## src/rtl/wb_pkg.sv

```systemverilog
// Shared types for the write buffer: entry layout, depth/pointer sizing and pointer wrap.
package wb_pkg;

   localparam int WB_LOG_DEPTH  = 2;
   localparam int WB_ADDR_WIDTH = 8;
   localparam int WB_DATA_WIDTH = 32;

   localparam int DEPTH     = 2 ** WB_LOG_DEPTH;
   localparam int PTR_WIDTH = WB_LOG_DEPTH;

   typedef logic [PTR_WIDTH-1:0] ptr_t;
   typedef logic [PTR_WIDTH:0]   cnt_t;

   localparam cnt_t FULL_CNT = cnt_t'(DEPTH);

   typedef struct packed {
      logic [WB_ADDR_WIDTH-1:0] addr;
      logic [WB_DATA_WIDTH-1:0] data;
   } wb_entry_t;

   // DEPTH is a power of two, so natural overflow of the pointer is the wrap.
   function automatic ptr_t ptr_inc(input ptr_t p);
      return p + ptr_t'(1);
   endfunction

endpackage

```

## src/rtl/wb_lookup.sv

```systemverilog
// Youngest-first address match over the buffer entries.
// Purely combinational; no state, no backpressure.
module wb_lookup
   import wb_pkg::*;
#(
   parameter int N  = DEPTH,
   parameter int PW = PTR_WIDTH
) (
   input  wb_entry_t                i_entries [N],
   input  logic [N-1:0]             i_valid,
   input  logic [PW-1:0]            i_wptr,
   input  logic [WB_ADDR_WIDTH-1:0] i_addr,
   output logic                     o_hit,
   output logic [WB_DATA_WIDTH-1:0] o_data
);

   logic [PW-1:0] w_idx;

   // Walk oldest slot to youngest so the last match written is the youngest one.
   always_comb begin
      o_hit  = 1'b0;
      o_data = '0;
      w_idx  = '0;
      for (int i = N; i >= 1; i--) begin
         w_idx = i_wptr - PW'(i);
         if (i_valid[w_idx] && (i_entries[w_idx].addr == i_addr)) begin
            o_hit  = 1'b1;
            o_data = i_entries[w_idx].data;
         end
      end
   end

endmodule

```

## src/rtl/write_buffer.sv

```systemverilog
// FIFO store buffer between write-through cache and memory, with newest-match lookup (option WB_COALESCE_EN).
// Latency: accepted store is presented to memory the cycle after acceptance; no bypass.
// Backpressure: wr_ready drops when full; head holds while mem_wr_ready is low.
module write_buffer
   import wb_pkg::*;
#(
   parameter int LOG_DEPTH  = WB_LOG_DEPTH,
   parameter int DATA_WIDTH = WB_DATA_WIDTH,
   parameter int ADDR_WIDTH = WB_ADDR_WIDTH
) (
   input  logic                  clk,
   input  logic                  rst,
   input  logic                  wr_valid,
   output logic                  wr_ready,
   input  logic [ADDR_WIDTH-1:0] wr_addr,
   input  logic [DATA_WIDTH-1:0] wr_data,
   output logic                  mem_wr_valid,
   input  logic                  mem_wr_ready,
   output logic [ADDR_WIDTH-1:0] mem_wr_addr,
   output logic [DATA_WIDTH-1:0] mem_wr_data,
   input  logic [ADDR_WIDTH-1:0] lk_addr,
   output logic                  lk_hit,
   output logic [DATA_WIDTH-1:0] lk_data,
   output logic [LOG_DEPTH:0]    count,
   output logic                  drained
);

   ptr_t       r_rptr;
   ptr_t       r_wptr;
   cnt_t       r_count;
   wb_entry_t  r_mem [DEPTH];

   logic             w_full;
   logic             w_push;
   logic             w_pop;
   logic             w_merge_hit;
   logic [DEPTH-1:0] w_vmask;
   ptr_t             w_off;
   wb_entry_t        w_head;

   assign w_full = (r_count == FULL_CNT);

`ifdef WB_COALESCE_EN
   ptr_t w_young;
   assign w_young = r_wptr - ptr_t'(1);
   // With two or more entries the youngest is never the head being presented, so it is safe to rewrite.
   assign w_merge_hit = (r_count >= cnt_t'(2)) && (r_mem[w_young].addr == wr_addr);
`else
   assign w_merge_hit = 1'b0;
`endif

   assign wr_ready     = !w_full || w_merge_hit;
   assign w_push       = wr_valid && wr_ready && !w_merge_hit;
   assign mem_wr_valid = (r_count != '0);
   assign w_pop        = mem_wr_valid && mem_wr_ready;
   assign drained      = (r_count == '0);
   assign count        = r_count;

   assign w_head      = r_mem[r_rptr];
   assign mem_wr_addr = w_head.addr;
   assign mem_wr_data = w_head.data;

   always_ff @(posedge clk or posedge rst) begin
      if (rst) begin
         r_rptr  <= '0;
         r_wptr  <= '0;
         r_count <= '0;
      end else begin
         if (w_push) r_wptr <= ptr_inc(r_wptr);
         if (w_pop)  r_rptr <= ptr_inc(r_rptr);
         if (w_push && !w_pop)
            r_count <= r_count + cnt_t'(1);
         else if (w_pop && !w_push)
            r_count <= r_count - cnt_t'(1);
      end
   end

   // Entry storage needs no reset: occupancy alone decides which slots are live.
   always_ff @(posedge clk) begin
      if (w_push)
         r_mem[r_wptr] <= wb_entry_t'{addr: wr_addr, data: wr_data};
`ifdef WB_COALESCE_EN
      else if (wr_valid && w_merge_hit)
         r_mem[w_young].data <= wr_data;
`endif
   end

   always_comb begin
      w_vmask = '0;
      w_off   = '0;
      for (int j = 0; j < DEPTH; j++) begin
         w_off      = ptr_t'(j) - r_rptr;
         w_vmask[j] = ({1'b0, w_off} < r_count);
      end
   end

   wb_lookup #(
      .N  (DEPTH),
      .PW (PTR_WIDTH)
   ) u_lookup (
      .i_entries (r_mem),
      .i_valid   (w_vmask),
      .i_wptr    (r_wptr),
      .i_addr    (lk_addr),
      .o_hit     (lk_hit),
      .o_data    (lk_data)
   );

endmodule

```

## config.mk

```make
export PLATFORM = sky130hd
export DESIGN_NAME = write_buffer
export DESIGN_NICKNAME = d
export VERILOG_FILES = /design/src/rtl/wb_pkg.sv /design/src/rtl/wb_lookup.sv /design/src/rtl/write_buffer.sv
export SDC_FILE = /design/constraint.sdc
export NUM_CORES = 1
export LEC_CHECK = 0
export CAP_MARGIN = 20
export CORE_ASPECT_RATIO = 0.5
export CORE_UTILIZATION = 55
export CTS_CLUSTER_SIZE = 28
export DETAILED_ROUTE_END_ITERATION = 6
export GPL_TIMING_DRIVEN = 0
export PLACE_DENSITY = 0.78
export SLEW_MARGIN = 20
export SYNTH_ARGS = -nofsm -noshare
export SYNTH_HDL_FRONTEND = slang
export SYNTH_SLANG_ARGS = --single-unit
```

## constraint.sdc

```tcl
create_clock -name clk -period 12.01 [get_ports clk]
set_clock_uncertainty 0.1 [all_clocks]
set_input_delay 2.402 -clock clk [delete_from_list [all_inputs] [get_ports clk]]
set_output_delay 2.402 -clock clk [all_outputs]
set_load 0.05 [all_outputs]
```

Word level (Yosys, flattened, before mapping)

Cells that the tools add are included.

Output and inout bits: 79
Word-level logic and storage cells: 97
Register bits: 167

Reduce and logical (&&, ||, !) cells: 15
Equality and inequality tests: 5
Add/subtract/negate cells: 11
Magnitude comparators: 14
Bitwise gates (word level): 5
Multiplexer cells: 36

Operator list:

| cell                                                                 | count |
|---|---|
| 40-bit two-way mux                                                   | 11 |
| 40-bit binary-select mux with 2-bit select                           | 5 |
| 160-bit bitwise mux                                                  | 1 |
| 32-bit two-way mux                                                   | 4 |
| 40-bit demux with 2-bit select                                       | 1 |
| 8-bit == test                                                        | 4 |
| 3-bit >= comparator, second input constant                           | 5 |
| 2-bit inverter with 3-bit output                                     | 5 |
| 2-bit by 3-bit < comparator with 1-bit output                        | 4 |
| 2-bit by 3-bit < comparator with 1-bit output, second input constant | 4 |
| 1-bit logical AND                                                    | 9 |
| 1-bit binary-select mux with 2-bit select                            | 4 |
| 1-bit two-way mux                                                    | 8 |
| 3-bit two-way mux                                                    | 2 |
| 2-bit by 1-bit adder with 2-bit output, second input constant        | 2 |
| 1-bit by 2-bit subtractor with 2-bit output, first input constant    | 2 |
| 2-bit subtractor, first input constant                               | 2 |
| 2-bit subtractor, second input constant                              | 2 |
| 3-bit by 1-bit adder with 3-bit output, second input constant        | 1 |
| 3-bit == test, second input constant                                 | 1 |
| 1-bit zero test                                                      | 3 |
| 3-bit zero test                                                      | 1 |
| 3-bit by 1-bit < comparator with 1-bit output, second input constant | 1 |
| 3-bit nonzero test                                                   | 1 |
| other kinds (3)                                                      | 3 |

Longest topological paths before layout

Gate-level depths: netlist of the first run.

Depth in word-level cells: 10
Depth in mapped cells: 16
Depth with buffers taken out: 9

Modules after synthesis

A second synthesis of the first run with hierarchy kept.

Cells, all modules: 1,001
Area total of the unflattened synthesis: 12,236.7 µm²

Modules (own cells, without submodules):

| module       | times used | sequential area each (µm²) | cells each | area each (µm²) |
|---|---|---|---|---|
| write_buffer | 1          | 4,979.8                    | 266        | 6,384.9 |
| wb_lookup    | 1          | 0.0                        | 735        | 5,851.9 |

Worst setup path after synthesis of the first run

Ideal clock, no wire load.

Path kind: input -> output
From: input port lk_addr[0]
To: output port lk_data[0]
Slack: 4.459 ns
Stages on the path: 9
Arrival time: 5.049 ns
Path through: clkbuf_1 -> xnor2_1 -> o2111ai_1 -> a21oi_1 -> and4_1 -> clkbuf_1 -> nand2_2 -> mux2i_1 -> a211oi_1

Cells in the longest elaborated chain, start to end: 6
Elaborated cells on any way between the ends: 12
Classes of those cells: 4 x eq/ne; 4 x mux; 4 x reduce/logical

Ends and longest elaborated chain:

| element                         | RTL line           | RTL |
|---|---|---|
| start: declaration              | write_buffer.sv:21 | `input logic [ADDR_WIDTH-1:0] lk_addr,` |
| 8-bit == test                   | wb_lookup.sv:26    | `if (i_valid[w_idx] && (i_entries[w_idx].addr == i_addr)) begin` |
| 1-bit logical AND               | wb_lookup.sv:26    |  |
| 32-bit two-way mux (3 in a row) | wb_lookup.sv:26    |  |
| 32-bit two-way mux (*)          | wb_lookup.sv:26    |  |
| end: declaration                | write_buffer.sv:23 | `output logic [DATA_WIDTH-1:0] lk_data,` |

Mark *: on every way between the ends. The rest lies on a longest branch, timed or not.

Final worst setup path of the first run

From: register r_rptr[0]
To: output port lk_data[15]

Cells in the longest elaborated chain, start to end: 9
Elaborated cells on any way between the ends: 24
Classes of those cells: 4 x add/sub; 4 x order compare; 12 x mux; 4 x reduce/logical

Ends and longest elaborated chain:

| element                                                                                | RTL line           | RTL |
|---|---|---|
| start: declaration                                                                     | write_buffer.sv:28 | `ptr_t r_rptr;` |
| start signal: assignment                                                               | write_buffer.sv:70 | `if (w_pop) r_rptr <= ptr_inc(r_rptr);` |
| 1-bit by 2-bit subtractor with 2-bit output / 2-bit subtractor (equally long branches) | write_buffer.sv:92 | `w_off = ptr_t'(j) - r_rptr;` |
| 2-bit by 3-bit < comparator with 1-bit output                                          | write_buffer.sv:93 | `w_vmask[j] = ({1'b0, w_off} < r_count);` |
| 1-bit binary-select mux with 2-bit select                                              | wb_lookup.sv:26    |  |
| 1-bit two-way mux (not written as such)                                                | wb_lookup.sv:26    |  |
| 1-bit logical AND                                                                      | wb_lookup.sv:26    |  |
| 32-bit two-way mux (3 in a row)                                                        | wb_lookup.sv:26    |  |
| 32-bit two-way mux (*)                                                                 | wb_lookup.sv:26    |  |

Mark *: on every way between the ends. The rest lies on a longest branch, timed or not. The select of a mux whose other input is x is not followed.

==> impl_metrics.tcl, run 1 <==
set metrics [dict create \
    synth_commonest_cells "mux4_2 (170), edfxtp_1 (160), mux2_2 (49)" \
    drt_first_pass_iters 5 \
    drc 0 \
    hold_buffers 0 \
    clk_pin_slew_ns 0.06 \
    setup_viol 0 \
    seq_area_frac_synth 0.405 \
    hold_path.class "flop to flop" \
    max_clock_freq_ghz 0.112 \
    fin_nets 1051 \
    htreeDepth 4 \
    synth_top_area_frac 0.391 \
    slew_violations 0 \
    grt_usage 0.320 \
    grt_max_degree 41 \
    crit_type "flop to primary output" \
    dr_total_vias 9508 \
    total_power_mw 4.39 \
    status "finished clean" \
    fin_crit_sh 0.742 \
    async_flop_share 0.0419 \
    overflow 0 \
    placed_area_sq_um 13900 \
    synth_area_leader_cell "edfxtp_1" \
    synth-seq-cells 167 \
    synth_cell_types 55 \
    antenna_left 0 \
    fin_util 0.665 \
    ios 131 \
    clkSinkCount 167 \
    via_per_inst 7.31 \
    synth_edf_count 160 \
    p_leak_nw 4.50 \
    cts-resized-gates 0 \
    finalHoldViolCount 0 \
    power_density_nw_per_um2 304 \
    antenna_found_initial 0 \
    cts_root_buf "clkbuf_16" \
    fin_hold_ws_ns 0.538 \
    hpwl_um 23800 \
    cts-buffers-inserted 17 \
    routed_wl_um 35600 \
    synthCells 845 \
    dp_cells 1270 \
    crit_arrival_ns 6.41 \
    path_max_fanout 10 \
    worstMarginPinSlew_ns 1.10 \
    cts_tree "done" \
    cts_buffer_depth 2 \
    start_util 0.565 \
    rsz0062_at_grt "no" \
    grt_pass1_wl_um 54000 \
    fin_setup_tns_ns 0 \
    fin_crit_ns 8.91 \
    synth_area_sq_um 12300 \
    first_iter_violations 1215 \
    startpoint_type "flop" \
    crit_required_ns 9.51 \
    synth_ff_type "edfxtp_1" \
    maxCapViolCount 0 \
    grt_pass1_vias 9195 \
    dieArea_sq_um 23000 \
    final_cells 1301 \
    fp.dieW_um 213 \
    dpl_worst_slack_ns 3.40 \
    core-area_sq_um 21800 \
    area_delta_synth_final_pct 17.8 \
    rows 38 \
    clk_latency_ns 0.45 \
    synth_nets 907 \
    die_h_um 108 \
    cp-end-kind "primary output" \
    finalInstanceArea_sq_um 14500 \
    synth.most_common_cell "mux4_2" \
    diodes 0 \
    setup_ws_ns 3.10 \
    yosys-top-cells-area "edfxtp_1 (39%), mux4_2 (31%), mux2_2 (4.5%), a211oi_1 (2.4%), nor3b_1 (2.0%)" \
    wire_per_inst_um 27.4 \
    ir_drop_mv 0.189 \
    synth.avg_cell_area_sq_um 14.5 \
    port_buffers 125 \
    nFillCells 1594 \
    place_congestion 0.931 \
    cts_setup_buffers 0 \
    ys_warn_count 0 \
    maxSlewHeadroom 0.270 \
    drive_gt1_frac 0.287 \
]
-- metal layers --
layer / share of wire / GRT usage
met1: 0.38 / 0.443
met2: 0.48 / 0.495
met3: 0.12 / 0.0823
met4: 0.024 / 0.103
met5: 0 / 0
-- final timing paths --
check	depth (start not counted)	slack, ns	from	to
min reg2reg	1	0.54	count[1]	count[1]
max in group asynchronous	2	9.50	rst	count[2]
max	13	3.10	r_rptr[0]	lk_data[15]
max reg2reg	13	7.93	r_wptr[0]	r_wptr[1]
min	1	0.54	count[1]	count[1]
min in group asynchronous	2	2.09	rst	count[0]
-- report_power, final --
group / internal, mW / switching (mW) / leakage, nW
sequential: 0.778 / 0.118 / 1.55
clock: 0.282 / 0.238 / 0.255
combinational: 1.29 / 1.69 / 2.70
total: 2.35 / 2.05 / 4.50
-- cells in the final DEF (no fill, tap or decap), drive strengths merged, types with 3 or more instances in the layout --
cell type and count:
o21ai 29, o211ai 4, clkinvlp 3, nor4 4, a211oi 39, clkdlybuf4s50 125
nor2 9, mux4 170, a31oi 26, mux2 49, clkbuf 62, and3 4
inv 14, ha 9, dfrtp 7, buf 44, a21oi 8, a22oi 25
mux2i 16, nand2 38, xor2 19, nor3 34, a211o 3, xnor2 27
nand3 5, clkinv 8, edfxtp 160, nor3b 32
-- kinds of logic (layout without fill, tap and decap cells) --
family,Yosys count,count (layout),synth area share
muxes,235,235,0.369
adders and majority gates,10,10,0.0108
buffers and inverters,101,257,0.0368
AOI/OAI and AO/OA,149,149,0.0834
DFF,167,167,0.405
and+or+nand+nor,137,137,0.0619
xor gates and xnor gates,46,46,0.0328
-- sequential cells by signal (all words and copies together), names as in the netlist --
name and cells:
count 3, r_mem 160, r_rptr 2, r_wptr 2
-- area by class of cell --
class	instances	area (sq um)	share of cell area
repair buffers	125	1250	0.0864
inverters	13	48.8	0.00337
clock buffers	18	429	0.0296
plain buffers	88	404	0.0279
flip-flops and latches	167	4980	0.344
multi-input cells	577	6880	0.475
clock inverters	13	109	0.00752
well taps	300	375	0.0259
-- critical path, cell delays in order (launching register included) --
cell and delay, ns:
dfrtp_1 0.34, clkbuf_1 0.50, buf_1 0.77, xnor2_1 0.22
ha_1 0.34, nor2b_1 0.14, a22o_1 0.26, a2111oi_0 0.51
o221ai_1 0.23, nor2_1 0.78, clkbuf_1 0.57, nand2_1 0.10
a31oi_1 0.32, clkdlybuf4s50_1 0.87
Power figures use the tool's default switching activity.
==> inputs of run 2 (changes only) <==
Clock period 12.01 ns to 8.9 ns, I/O delays scaled along.
==> results of run 2 <==
The final DEF is identical to that of run 1. Status: finished clean.
Main changes from that run: setup slack after placement 3.40 ns -> 1.21 ns; setup slack after layout 3.10 ns -> 0.611 ns; register-to-register setup slack 7.93 ns -> 4.82 ns; total power 4.39 mW -> 5.93 mW; worst IR drop on VDD 0.189 mV -> 0.255 mV
==> inputs of run 3 (changes only) <==
Settings changed: RECOVER_POWER set to 50.
==> impl_metrics.tcl, run 3 (synthesis results as in run 1) <==
set metrics [dict create \
    ios 131 \
    clkSinkCount 167 \
    nFillCells 1596 \
    r2r_slack_ns 4.79 \
    cts_root_buf "clkbuf_16" \
    hp-start "count[1]" \
    htreeDepth 4 \
    rr_endpoint "r_wptr[1]" \
    busiest_layer "met2" \
    maxCapViolCount 3 \
    crit_type "flop to primary output" \
    dr_total_vias 9496 \
    p_leak_nw 4.51 \
    drc 0 \
    fin_util 0.664 \
    grt_usage 0.320 \
    crit_required_ns 7.02 \
    fin_crit_ns 8.31 \
    rsz0062_at_grt "no" \
    final_cells 1301 \
    final_common_cell "mux4_2" \
    ir_drop_mv 0.254 \
    drt_first_pass_iters 7 \
    first_iter_violations 1177 \
    violations "max-capacitance violations, max-slew violations" \
    status "complete, but fails checks" \
    use_met1 0.443 \
    hold_buffers 0 \
    startpoint_type "flop" \
    max_clock_freq_ghz 0.120 \
    die_h_um 108 \
    path_max_fanout 10 \
    via_per_inst 7.30 \
    cts_tree "done" \
    clk_latency_ns 0.44 \
    rows 38 \
    port_buffers 125 \
    min_delay_path_depth 1 \
    fin_hold_ws_ns 0.538 \
    routed_wl_um 35500 \
    clk_pin_slew_ns 0.06 \
    place_congestion 0.931 \
    hold_path.class "flop to flop" \
    cts_setup_buffers 0 \
    hpwl_um 23800 \
    antenna_left 0 \
    r2r-start "r_wptr[0]" \
    dp_cells 1270 \
    fin_crit_sh 0.933 \
    area_delta_synth_final_pct 17.6 \
    diodes 0 \
    power_density_nw_per_um2 410 \
    dpl_worst_slack_ns 1.21 \
    drive_gt1_frac 0.284 \
    setup_ws_ns 0.594 \
    max_flop_register "r_mem" \
    overflow 0 \
    grt_max_degree 41 \
    wire_per_inst_um 27.3 \
    setup_viol 0 \
    use_met3 0.0823 \
    worstMarginPinSlew_ns 2.48 \
    antenna_found_initial 0 \
    whs_endpoint "count[1]" \
    start_util 0.565 \
    globalRouteMet2Util 0.495 \
    final_cell_mix "mux4_2 (170), edfxtp_1 (160), clkdlybuf4s50_1 (82)" \
    crit_arrival_ns 6.43 \
    cp-end-kind "primary output" \
    cts_buffer_depth 2 \
    fin_nets 1051 \
    r2r_cells 13 \
    largest_register_ffs 160 \
    fin_setup_tns_ns 0 \
    cts-resized-gates 0 \
    fp.dieW_um 213 \
    dieArea_sq_um 23000 \
    maxSlewHeadroom -0.656 \
    finalHoldViolCount 0 \
    core-area_sq_um 21800 \
    cts-buffers-inserted 17 \
    grt_pass1_vias 9195 \
    grt_pass1_wl_um 54000 \
    slew_violations 123 \
]
==> run 3: cell types whose count changed in the layout (fill, tap and decap cells not counted), sizes merged <==
cell and delta:
dlygate4sd3 +43, buf -1, clkbuf +1, clkdlybuf4s50 -43
==> run 3: through the flow <==
stage / cell area [sq um] / power (mW)
2_1_floorplan: 12300 / 4.12
3_3_place_gp: 13900 / 5.12
3_5_place_dp: 13900 / 5.16
4_1_cts: 14500 / 5.87
5_1_grt: 14500 / 6.16
6_report: 14500 / 5.92
==> run 3: worst max path at each step <==
| stage | startpoint | end | slack [ns] | cells past startpoint |
|---|---|---|---|---|
| after CTS | r_rptr[0] | lk_data[10] | 0.72 | 13 |
| after global placement | r_rptr[0] | lk_data[10] | 1.34 | 13 |
| after global routing | r_rptr[0] | lk_data[10] | 0.27 | 13 |
| after detailed placement | r_rptr[0] | lk_data[10] | 1.21 | 13 |
| after floorplan | lk_addr[0] | lk_data[0] | 2.59 | 9 |
| final | r_rptr[0] | lk_data[10] | 0.59 | 13 |
==> run 3: report_power, final <==
part | leakage (nW) | internal (mW) | switching [mW]
combinational | 2.71 | 1.73 | 2.28
clock | 0.255 | 0.381 | 0.315
sequential | 1.55 | 1.06 | 0.159
total | 4.51 | 3.17 | 2.76
==> run 3: critical path, stage by stage (launching register included) <==
cell             delay [ns]
dfrtp_1                0.34
clkbuf_1               0.50
clkbuf_1               0.78
xnor2_1                0.22
ha_1                   0.35
nor2b_1                0.14
a22o_1                 0.26
a2111oi_0              0.50
o221ai_1               0.22
nor2_1                 0.78
clkbuf_1               0.57
nand2_1                0.12
a31oi_1                0.31
clkdlybuf4s50_1        0.86
==> run 3: area by class of cell <==
class / instances / area (sq um) / area share
Buffer: 88 / 404 / 0.0279
Clock buffer: 18 / 429 / 0.0297
Clock inverter: 13 / 109 / 0.00753
Inverter: 13 / 48.8 / 0.00337
Multi-Input combinational cell: 577 / 6870 / 0.475
Sequential cell: 167 / 4980 / 0.344
Tap cell: 300 / 375 / 0.0260
Timing Repair Buffer: 125 / 1250 / 0.0865
==> run 3: layer usage <==
metal  part of all wire  wire length (um)  vias up
li1                   -                 -     3870
met1               0.39             13800     4813
met2               0.48             16900      724
met3               0.11              3920       89
met4              0.024               849        0
met5                  0                 0        -
